File: src/rtl/ioctl_pkg.sv
// Shared types and widths for the data_io upload/download SDRAM path.
package ioctl_pkg;

    localparam int IOCTL_AW = 25;
    localparam int WORD_AW  = 23;

    typedef enum logic [1:0] {
        IDLE,
        FETCH,
        PFETCH,
        PF_THEN_FETCH
    } rd_state_e;

    function automatic logic [7:0] byte_sel(input logic [15:0] word, input logic hi);
        return hi ? word[15:8] : word[7:0];
    endfunction

endpackage

File: src/rtl/ioctl_upload_reader_toggle_req_port.sv
// Toggle-style request port: owns the req toggle and word address, detects completion
// when ack catches up with req, and re-aligns req to ack on the first cycle out of reset.
module toggle_req_port
    import ioctl_pkg::*;
#(
    parameter int AW = WORD_AW
) (
    input  logic          clk_i,
    input  logic          rst_n_i,
    input  logic          issue_i,
    input  logic [AW-1:0] addr_i,
    input  logic          ack_i,
    output logic          req_o,
    output logic [AW-1:0] addr_o,
    output logic          ready_o,
    output logic          pending_o,
    output logic          done_o
);

    logic          req_q, req_d;
    logic [AW-1:0] addr_q, addr_d;
    logic          pending_q, pending_d;
    logic          init_q, init_d;

    assign done_o    = pending_q & (ack_i == req_q);
    assign req_o     = req_q;
    assign addr_o    = addr_q;
    assign ready_o   = ~init_q;
    assign pending_o = pending_q;

    // An issue in the completion cycle keeps the port busy with the new request.
    always_comb begin
        req_d     = req_q;
        addr_d    = addr_q;
        pending_d = pending_q;
        init_d    = 1'b0;
        if (init_q) begin
            req_d = ack_i;
        end else if (issue_i) begin
            req_d     = ~req_q;
            addr_d    = addr_i;
            pending_d = 1'b1;
        end else if (done_o) begin
            pending_d = 1'b0;
        end
    end

    always_ff @(posedge clk_i or negedge rst_n_i) begin
        if (!rst_n_i) begin
            req_q     <= 1'b0;
            addr_q    <= '0;
            pending_q <= 1'b0;
            init_q    <= 1'b1;
        end else begin
            req_q     <= req_d;
            addr_q    <= addr_d;
            pending_q <= pending_d;
            init_q    <= init_d;
        end
    end

endmodule

File: src/rtl/ioctl_upload_reader.sv
// Serves data_io upload byte reads from SDRAM through a toggle word port, keeping the
// current word plus one prefetched word so sequential uploads only stall on misses.
module ioctl_upload_reader
    import ioctl_pkg::*;
#(
    parameter logic [IOCTL_AW-1:0] BASE_ADDR = '0,
    parameter bit                  PREFETCH  = 1'b1
) (
    input  logic                clk_sys_i,
    input  logic                reset_n_i,
    input  logic                ioctl_upload_i,
    input  logic                ioctl_rd_i,
    input  logic [IOCTL_AW-1:0] ioctl_addr_i,
    output logic [7:0]          ioctl_din_o,
    output logic                ioctl_busy_o,
    output logic                port_req_o,
    input  logic                port_ack_i,
    output logic [WORD_AW-1:0]  port_a_o,
    output logic [1:0]          port_ds_o,
    output logic                port_we_o,
    output logic [15:0]         port_d_o,
    input  logic [15:0]         port_q_i
);

    rd_state_e          state_q, state_d;
    logic [WORD_AW-1:0] cur_tag_q, cur_tag_d, nxt_tag_q, nxt_tag_d;
    logic [15:0]        cur_data_q, cur_data_d, nxt_data_q, nxt_data_d;
    logic               cur_v_q, cur_v_d, nxt_v_q, nxt_v_d;
    logic [7:0]         din_q, din_d;
    logic               busy_q, busy_d;
    logic [WORD_AW-1:0] pend_word_q, pend_word_d;
    logic               pend_hi_q, pend_hi_d;
    logic               pf_demand_q, pf_demand_d;
    logic               stale_q, stale_d;
    logic               upload_q;

    logic [IOCTL_AW-1:0] off;
    logic [WORD_AW-1:0]  rd_word;
    logic                rd_hi;
    logic                unused_off_msb;
    logic                upl_edge, rd_ok, discard;
    logic                issue;
    logic [WORD_AW-1:0]  issue_addr;
    logic                port_ready, port_pending, port_done;
    logic [WORD_AW-1:0]  port_addr;

    assign off            = ioctl_addr_i - BASE_ADDR;
    assign rd_word        = off[IOCTL_AW-2:1];
    assign rd_hi          = off[0];
    assign unused_off_msb = off[IOCTL_AW-1];
    assign upl_edge       = ioctl_upload_i ^ upload_q;
    assign rd_ok          = ioctl_rd_i & port_ready & ~busy_q;

    toggle_req_port #(.AW(WORD_AW)) u_port (
        .clk_i     (clk_sys_i),
        .rst_n_i   (reset_n_i),
        .issue_i   (issue),
        .addr_i    (issue_addr),
        .ack_i     (port_ack_i),
        .req_o     (port_req_o),
        .addr_o    (port_addr),
        .ready_o   (port_ready),
        .pending_o (port_pending),
        .done_o    (port_done)
    );

    // Completion is resolved first, then a read is looked up against the updated buffers.
    // Data of a request that straddled an upload edge is dropped; a waiting read refetches.
    always_comb begin
        state_d     = state_q;
        cur_tag_d   = cur_tag_q;
        cur_data_d  = cur_data_q;
        cur_v_d     = cur_v_q;
        nxt_tag_d   = nxt_tag_q;
        nxt_data_d  = nxt_data_q;
        nxt_v_d     = nxt_v_q;
        din_d       = din_q;
        busy_d      = busy_q;
        pend_word_d = pend_word_q;
        pend_hi_d   = pend_hi_q;
        pf_demand_d = pf_demand_q;
        stale_d     = stale_q;
        discard     = stale_q | upl_edge;
        issue       = 1'b0;
        issue_addr  = pend_word_q;

        if (upl_edge) begin
            cur_v_d = 1'b0;
            nxt_v_d = 1'b0;
            if (port_pending && !port_done) stale_d = 1'b1;
        end

        if (port_done) begin
            stale_d     = 1'b0;
            pf_demand_d = 1'b0;
            unique case (state_q)
                FETCH, PFETCH: begin
                    if (state_q == PFETCH && !pf_demand_q) begin
                        if (!discard) begin
                            nxt_tag_d  = port_addr;
                            nxt_data_d = port_q_i;
                            nxt_v_d    = 1'b1;
                        end
                        state_d = IDLE;
                    end else if (discard) begin
                        issue      = 1'b1;
                        issue_addr = pend_word_q;
                        state_d    = FETCH;
                    end else begin
                        cur_tag_d  = port_addr;
                        cur_data_d = port_q_i;
                        cur_v_d    = 1'b1;
                        din_d      = byte_sel(port_q_i, pend_hi_q);
                        busy_d     = 1'b0;
                        state_d    = IDLE;
                        if (PREFETCH && state_q == FETCH) begin
                            issue      = 1'b1;
                            issue_addr = port_addr + 1'b1;
                            nxt_v_d    = 1'b0;
                            state_d    = PFETCH;
                        end
                    end
                end
                PF_THEN_FETCH: begin
                    issue      = 1'b1;
                    issue_addr = pend_word_q;
                    state_d    = FETCH;
                end
                default: state_d = IDLE;
            endcase
        end

        if (rd_ok) begin
            if (cur_v_d && cur_tag_d == rd_word) begin
                din_d = byte_sel(cur_data_d, rd_hi);
            end else if (nxt_v_d && nxt_tag_d == rd_word) begin
                cur_tag_d  = nxt_tag_d;
                cur_data_d = nxt_data_d;
                cur_v_d    = 1'b1;
                nxt_v_d    = 1'b0;
                din_d      = byte_sel(nxt_data_d, rd_hi);
                if (PREFETCH && state_d == IDLE) begin
                    issue      = 1'b1;
                    issue_addr = rd_word + 1'b1;
                    state_d    = PFETCH;
                end
            end else begin
                pend_word_d = rd_word;
                pend_hi_d   = rd_hi;
                busy_d      = 1'b1;
                if (state_d == IDLE) begin
                    issue      = 1'b1;
                    issue_addr = rd_word;
                    state_d    = FETCH;
                end else if (rd_word == port_addr) begin
                    pf_demand_d = 1'b1;
                end else begin
                    state_d = PF_THEN_FETCH;
                end
            end
        end
    end

    always_ff @(posedge clk_sys_i or negedge reset_n_i) begin
        if (!reset_n_i) begin
            state_q     <= IDLE;
            cur_tag_q   <= '0;
            cur_data_q  <= '0;
            cur_v_q     <= 1'b0;
            nxt_tag_q   <= '0;
            nxt_data_q  <= '0;
            nxt_v_q     <= 1'b0;
            din_q       <= '0;
            busy_q      <= 1'b0;
            pend_word_q <= '0;
            pend_hi_q   <= 1'b0;
            pf_demand_q <= 1'b0;
            stale_q     <= 1'b0;
            upload_q    <= 1'b0;
        end else begin
            state_q     <= state_d;
            cur_tag_q   <= cur_tag_d;
            cur_data_q  <= cur_data_d;
            cur_v_q     <= cur_v_d;
            nxt_tag_q   <= nxt_tag_d;
            nxt_data_q  <= nxt_data_d;
            nxt_v_q     <= nxt_v_d;
            din_q       <= din_d;
            busy_q      <= busy_d;
            pend_word_q <= pend_word_d;
            pend_hi_q   <= pend_hi_d;
            pf_demand_q <= pf_demand_d;
            stale_q     <= stale_d;
            upload_q    <= ioctl_upload_i;
        end
    end

    assign ioctl_din_o  = din_q;
    assign ioctl_busy_o = busy_q;
    assign port_a_o     = port_addr;
    assign port_ds_o    = 2'b11;
    assign port_we_o    = 1'b0;
    assign port_d_o     = 16'h0;

endmodule
File: config.mk
export PLATFORM = sky130hd
export DESIGN_NAME = ioctl_upload_reader
export DESIGN_NICKNAME = d
export VERILOG_FILES = /design/src/rtl/ioctl_pkg.sv /design/src/rtl/ioctl_upload_reader_toggle_req_port.sv /design/src/rtl/ioctl_upload_reader.sv
export SDC_FILE = /design/constraint.sdc
export NUM_CORES = 1
export LEC_CHECK = 0
export BUFFER_PORTS_ARGS = -buffer_cell sky130_fd_sc_hd__buf_2
export CAP_MARGIN = 20
export CORE_ASPECT_RATIO = 1.25
export CORE_MARGIN = 2
export CORE_UTILIZATION = 53
export CTS_BUF_LIST = sky130_fd_sc_hd__clkbuf_8
export CTS_CLUSTER_DIAMETER = 100
export DETAILED_ROUTE_END_ITERATION = 7
export PLACE_DENSITY = 0.73
export SYNTH_ARGS = -nofsm -noshare
export SYNTH_HDL_FRONTEND = slang
export SYNTH_SLANG_ARGS = --single-unit
export TNS_END_PERCENT = 30
File: constraint.sdc
create_clock -name clk_sys_i -period 8.6 [get_ports clk_sys_i]
set_input_delay 2.58 -clock clk_sys_i [delete_from_list [all_inputs] [get_ports clk_sys_i]]
set_output_delay 2.58 -clock clk_sys_i [all_outputs]
set_load 0.03 [all_outputs]
==> results of run 1 <==
## worst max path at each step
stage                                       end              from  slack, ns
global route            cur_data_q[3]$_DFF_PN0_    ioctl_upload_i       2.24
detailed placement     cur_data_q[12]$_DFF_PN0_    ioctl_upload_i       1.91
global placement        cur_data_q[2]$_DFF_PN0_    ioctl_upload_i       2.00
finish                  cur_data_q[3]$_DFF_PN0_    ioctl_upload_i       2.32
floorplan           pend_word_q[10]$_DFFE_PN0P_  ioctl_addr_i[18]       3.57
CTS                    cur_data_q[12]$_DFF_PN0_    ioctl_upload_i       2.43
## power groups by stage
stage / Combinational (W) / Sequential [W] / Clock [W]
after floorplan: 0.000729 / 0.00119 / 0
after global placement: 0.00101 / 0.00119 / 0
after detailed placement: 0.00104 / 0.00120 / 0
after CTS: 0.00104 / 0.00119 / 0.000561
after global routing: 0.00116 / 0.00123 / 0.000585
final: 0.00105 / 0.00120 / 0.000553
## metal layers
| metal | part of all wire, % | vias to the layer above |
|---|---|---|
| met5 | 0 | - |
| met4 | 3.3 | 0 |
| met3 | 8.1 | 61 |
| met2 | 49 | 410 |
| met1 | 40 | 3806 |
| li1 | - | 3622 |
## metrics by stage
step / util (%) / worst slack, ns / power (W) / area (sq um)
global route: 59.0 / 2.24 / 0.00297 / 9940
floorplan: - / 3.57 / 0.00192 / 9200
finish: 59.0 / 2.32 / 0.00280 / 9940
CTS: 58.8 / 2.43 / 0.00279 / 9900
global placement: 56.4 / 2.00 / 0.00220 / 9500
detailed placement: 56.4 / 1.91 / 0.00224 / 9500
## logic make-up after synthesis
group	synth area share [%]
muxes	14.4
other	0.0823
and+or+nand+nor	18.1
AOI/OAI and AO/OA	13.1
adders and majority gates	0.822
DFF	39.5
buffers and inverters	7.72
xor gates and xnor gates	6.33
## cell type report
class,count,area [sq um]
Clock buffer,19,262
Clock inverter,13,138
Fill cell,1530,6900
Inverter,57,214
Multi-Input combinational cell,744,4910
Sequential cell,144,3600
Tap cell,220,275
Timing Repair Buffer,93,539
## flip-flops by register name, indices dropped and copies added, names as in the netlist, 2 cells and up
| register | cells |
|---|---|
| u_port.addr_o | 23 |
| nxt_tag_q | 23 |
| ioctl_din_o | 8 |
| cur_data_q | 16 |
| state_q | 2 |
| nxt_data_q | 16 |
| pend_word_q | 23 |
| cur_tag_q | 23 |
## critical path: cells and delay by family
| family | cells | cell delay [ns] |
|---|---|---|
| AO/OA/AOI/OAI | 2 | 0.81 |
| XOR/XNOR | 1 | 0.42 |
| buffers and inverters | 3 | 0.83 |
| multiplexers | 2 | 0.51 |
| AND/OR/NAND/NOR | 3 | 1.51 |
## cell usage in the layout (no fill, tap or decap), drive strengths merged, types with 5 or more instances in the layout
cell	count
xnor2	28
a21oi	48
nor4	14
o21ai	73
a2bb2oi	11
o22ai	25
nand3	38
dfrtp	143
inv	62
xor2	38
nand2	119
a22o	5
clkbuf	19
buf	93
nand4	23
nand2b	11
nor2	44
nand3b	7
and2	5
mux2	41
nor3	29
nor2b	7
ha	6
and3	12
mux2i	85
conb	20
==> out/results.ini, run 1 <==
[power_and_ir_drop]
p_seq_share_pct=42.8
power_frac_clock_pct=19.7
peakVddDrop_mv=0.114
power.leakage_nw=4.85
p_comb_share_pct=37.5
p_sw_w=0.00117
switching_share_pct=41.8
power.density_mw_per_mm2=282
p_int_w=0.00163

[sta]
rsz0062_at_grt=false
tightest_slew_ns=0.955
period_share_pct=73.0
fmax_mhz=159
skew_ns=0.0141
min_period_ns=6.28
maxSlewHeadroom_pct=36.3
slew_viol_final=0
final_hold_viol_count=0
hold_slack_ns=0.511
tns_ns=0
setup-violations-final=0

[floorplan]
rows=53
die_w_um=121
pin_count=98
core-area_sq_mm=0.0168
start_util_pct=54.2
dieArea_sq_mm=0.0183
die_y_um=151

[synth]
syn_avg_cell_area_sq_um=8.90
yosysMostFrequentCell=dfrtp_1
netlist_top_cells_area=dfrtp_1 (39%), mux2i_1 (9.3%), mux2_2 (5.1%)
ys_ff_latch=144
async_flop_share_pct=100
synth_top_area_cell=dfrtp_1
netlist_instances=1026
seq_area_frac_synth_pct=39.5
syn_area_sq_mm=0.00913
ys.flop_type=dfrtp_1
synth_common_cells=dfrtp_1 (143), nand2_1 (118), mux2i_1 (85), o21ai_0 (72), clkbuf_1 (59)
ys_warn_count=0
synth.distinct_cells=67
synth_edf_count=0
synth_top_cell_area_share_pct=39.2

[global_routing]
grt_use_total_pct=28.4
grt-ovfl-total=0
antenna_found_initial=0
grt_pass1_vias=7595
grt_pass1_wl_um=40100
gr-usage-met2_pct=47.6
busiest_layer=met2
globalRouteMet1Util_pct=35.8
grt_start_max_net_pins=82
use_met3_pct=5.42

[worst_setup_path]
worst_path_max_delay_cell=a221oi_1
r2r_start=state_q[0]$_DFF_PN0_
rr_worst_depth=12
critPathArrivalTime_ns=6.67
cp_max_fo=25
crit_type=in -> reg
end_kind=register
cp.required_ns=8.99
r2r_slack_ns=3.97
worst_r2r_endpoint=cur_data_q[3]$_DFF_PN0_
slowest_delay_ns=0.55
cp-start-kind=primary input
cp_cell_sequence=buf_2 > xnor2_1 > nand4_2 > mux2i_1 > a221oi_1 > o211ai_1 > or2_1 > nor2_4 > buf_4 > buf_4 > mux2i_1

[place]
dp_cells=1256
hpwl_um=17500
io_buffer_count=77
gp_congestion=1.01

[drt]
drtIter0Drc=919
ant_nets=0
drtPass1Iterations=6
drt_wl_total_um=25200
route.detailed.drc=0
viasPerCell=6.12
post_drt_wl_per_cell_um=19.5
dr_total_vias=7899

[final_layout]
area_delta_synth_final_pct=8.92
final_cells=1290
diodes=0
layout-drive-gt1-share_pct=16.7
final_nets=1109

[hold_path]
worstHoldStart=nxt_data_q[6]$_DFF_PN0_
hold_path_depth=2
whs_endpoint=nxt_data_q[6]$_DFF_PN0_
hp-class=reg -> reg

[clock_tree]
root_buffer=clkbuf_8
ctsHoldBuffers=0
cts_resized=0
cts_buffers=17
htree_levels=4
cts_tree=built
cts_max_path_buffers=2
cts_setup_buffers=0
cts.sinks=144
clk_latency_ns=0.47
clk_pin_slew_ns=0.08

[status]
status=finished clean

[job]
cap_violations=0

Note: power is estimated with default switching activity, not from simulation.
==> run 2: changes to the inputs <==
--- a/config.mk
+++ b/config.mk
@@ -13,7 +13,7 @@
 export CTS_BUF_LIST = sky130_fd_sc_hd__clkbuf_8
 export CTS_CLUSTER_DIAMETER = 100
 export DETAILED_ROUTE_END_ITERATION = 7
-export PLACE_DENSITY = 0.73
+export PLACE_DENSITY = 0.76
 export SYNTH_ARGS = -nofsm -noshare
 export SYNTH_HDL_FRONTEND = slang
 export SYNTH_SLANG_ARGS = --single-unit
==> constraint.sdc (replaced) <==
create_clock -name clk_sys_i -period 5.2 [get_ports clk_sys_i]
set_input_delay 1.56 -clock clk_sys_i [delete_from_list [all_inputs] [get_ports clk_sys_i]]
set_output_delay 1.56 -clock clk_sys_i [all_outputs]
set_load 0.03 [all_outputs]
==> run 2 against run 1 <==
Critical path depth decreased by 1. Total power increased by 65%. First-iteration DRC count fell by 15%. Register-to-register slack got worse by 2.6 ns. Core utilization grew 0.42 points. Design area up 0.72%. Combinational power grew 65%. Sequential share of layout area down 0.26 points. Via count shrank 0.20%. Global-route usage is essentially flat. Sequential power up 66%.
==> out/results.ini, run 2 (synthesis results as in run 1) <==
[clock_tree]
ctsHoldBuffers=0  ; unchanged
clk_latency_ns=0.47  ; about the same
cts_buffers=17  ; unchanged
cts.sinks=144  ; unchanged
cts_max_path_buffers=2  ; unchanged
cts_resized=0  ; unchanged
cts_tree=built
htree_levels=4  ; unchanged
root_buffer=clkbuf_8
cts_setup_buffers=0  ; unchanged
clk_pin_slew_ns=0.07  ; about the same

[sta]
final_hold_viol_count=0  ; unchanged
maxSlewHeadroom_pct=39.2  ; +2.9 points
rsz0062_at_grt=false
tns_ns=0  ; unchanged
tightest_slew_ns=0.912  ; -0.0432 ns
setup-violations-final=0  ; unchanged
slew_viol_final=0  ; unchanged
period_share_pct=83.2
setup_slack_ns=0.872  ; -1.45 ns
fmax_mhz=231
min_period_ns=4.33
skew_ns=0.0183  ; +0.00417 ns

[global_routing]
grt-ovfl-total=0  ; unchanged
antenna_found_initial=0  ; unchanged
grt_pass1_wl_um=40100  ; about the same
grt_use_total_pct=28.5  ; +0.030 points
grt_pass1_vias=7628  ; +0.43%
grt_start_max_net_pins=96  ; +17%

[worst_setup_path]
crit_type=in -> reg
cp-start-kind=primary input
cp_max_fo=32  ; +28%
critPathArrivalTime_ns=4.67  ; -2.00 ns
end_kind=register
cp.required_ns=5.54  ; -3.45 ns

[floorplan]
core-area_sq_mm=0.0168  ; unchanged
rows=53  ; unchanged
die_w_um=121  ; unchanged
dieArea_sq_mm=0.0183  ; unchanged
die_y_um=151  ; unchanged
pin_count=98  ; unchanged
start_util_pct=54.2  ; unchanged

[job]
cap_violations=0  ; unchanged

[final_layout]
layout-drive-gt1-share_pct=17.6  ; +0.86 points
diodes=0  ; unchanged
mostFrequentLayoutCell=dfrtp_1
num-fill-cells=1499  ; -2.0%
area_delta_synth_final_pct=9.70
layout_common_cells=dfrtp_1 (143), nand2_1 (117), mux2i_1 (85), buf_2 (76), o21ai_0 (72)
fin_util_pct=59.5  ; +0.42 points
final_area_sq_mm=0.0100  ; +0.72%
final_nets=1119  ; +0.90%

[drt]
drtPass1Iterations=6  ; unchanged
viasPerCell=6.06  ; -0.97%
route.detailed.drc=0  ; unchanged
drtIter0Drc=777  ; -15%
drt_wl_total_um=25200  ; about the same
ant_nets=0  ; unchanged
post_drt_wl_per_cell_um=19.4  ; -0.73%
dr_total_vias=7883  ; -0.20%

[power_and_ir_drop]
power.leakage_nw=4.90  ; +1.0%
power.density_mw_per_mm2=463  ; +64%
peakVddDrop_mv=0.204  ; +79%

[place]
gp_congestion=1.05  ; +4.1%
place_area_sq_mm=0.00960  ; +1.0%
io_buffer_count=77  ; unchanged
dp_slack_ns=0.463  ; -1.45 ns
hpwl_um=17800  ; +1.3%

[hold_path]
hp-class=reg -> reg

[status]
status=finished clean

-- run 2: changes by cell type in the layout (fill, tap and decap cells not counted) --
cell / before / now
buf_4: 14 / 24
clkinv_4: 1 / 4
clkinvlp_4: 4 / 1
inv_6: 3 / 5
buf_12: 0 / 1
buf_16: 1 / 0
clkbuf_8: 19 / 18
inv_1: 59 / 58
-- run 2: final cells by class --
type / count / area, sq um / share of cell area (%)
Sequential cell: 144 / 3600 / 36.0
Multi-Input combinational cell: 744 / 4910 / 49.0
Clock inverter: 14 / 155 / 1.55
Timing Repair Buffer: 103 / 607 / 6.06
Tap cell: 220 / 275 / 2.75
Inverter: 57 / 214 / 2.14
Clock buffer: 18 / 248 / 2.47
-- run 2: layer usage --
metal	share of wire [%]	vias to the layer above	GRT usage [%]	routed length [um]
met4	5.0	0	15.7	1250
met1	40	3736	36.3	10100
met5	0	-	0	0
li1	-	3640	-	-
met2	47	402	45.4	11900
met3	7.8	105	5.57	1980
-- run 2: path summary, 6_finish.rpt --
| check | slack [ns] | cells past startpoint | end | startpoint |
|---|---|---|---|---|
| setup / recovery | 0.87 | 10 | cur_tag_q[18]$_DFF_PN0_ | port_ack_i |
| hold / removal | 0.51 | 1 | pend_word_q[4]$_DFFE_PN0P_ | pend_word_q[4]$_DFFE_PN0P_ |
| setup reg to reg | 1.36 | 11 | cur_tag_q[18]$_DFF_PN0_ | state_q[0]$_DFF_PN0_ |
| hold reg to reg | 0.51 | 1 | pend_word_q[4]$_DFFE_PN0P_ | pend_word_q[4]$_DFFE_PN0P_ |
| max in group asynchronous | 3.15 | 2 | nxt_tag_q[10]$_DFF_PN0_ | reset_n_i |
| min in group asynchronous | 1.15 | 1 | u_port.addr_o[7]$_DFFE_PN0P_ | reset_n_i |
-- run 2: where the power goes --
group / internal (W) / switching (W) / total [W]
combinational: 0.000718 / 0.00101 / 0.00173
clock: 0.000446 / 0.000467 / 0.000913
sequential: 0.00153 / 0.000461 / 0.00199
total: 0.00269 / 0.00194 / 0.00464
-- run 2: metrics by stage --
step / hold slack (ns) / total power [W] / std cells
global placement: 0.486 / 0.00364 / 1267
finish: 0.506 / 0.00464 / 1300
floorplan: 0.469 / 0.00318 / 1044
detailed placement: 0.492 / 0.00370 / 1267
global route: 0.527 / 0.00493 / 1300
CTS: 0.510 / 0.00462 / 1299
-- run 2: worst max-delay path, stage by stage --
cell      delay, ns
buf_2          0.12
xnor2_1        0.26
nand4_2        0.42
mux2i_1        0.27
a221oi_1       0.54
o211ai_1       0.25
or2_1          0.38
nor2_4         0.20
buf_12         0.26
mux2_2         0.37
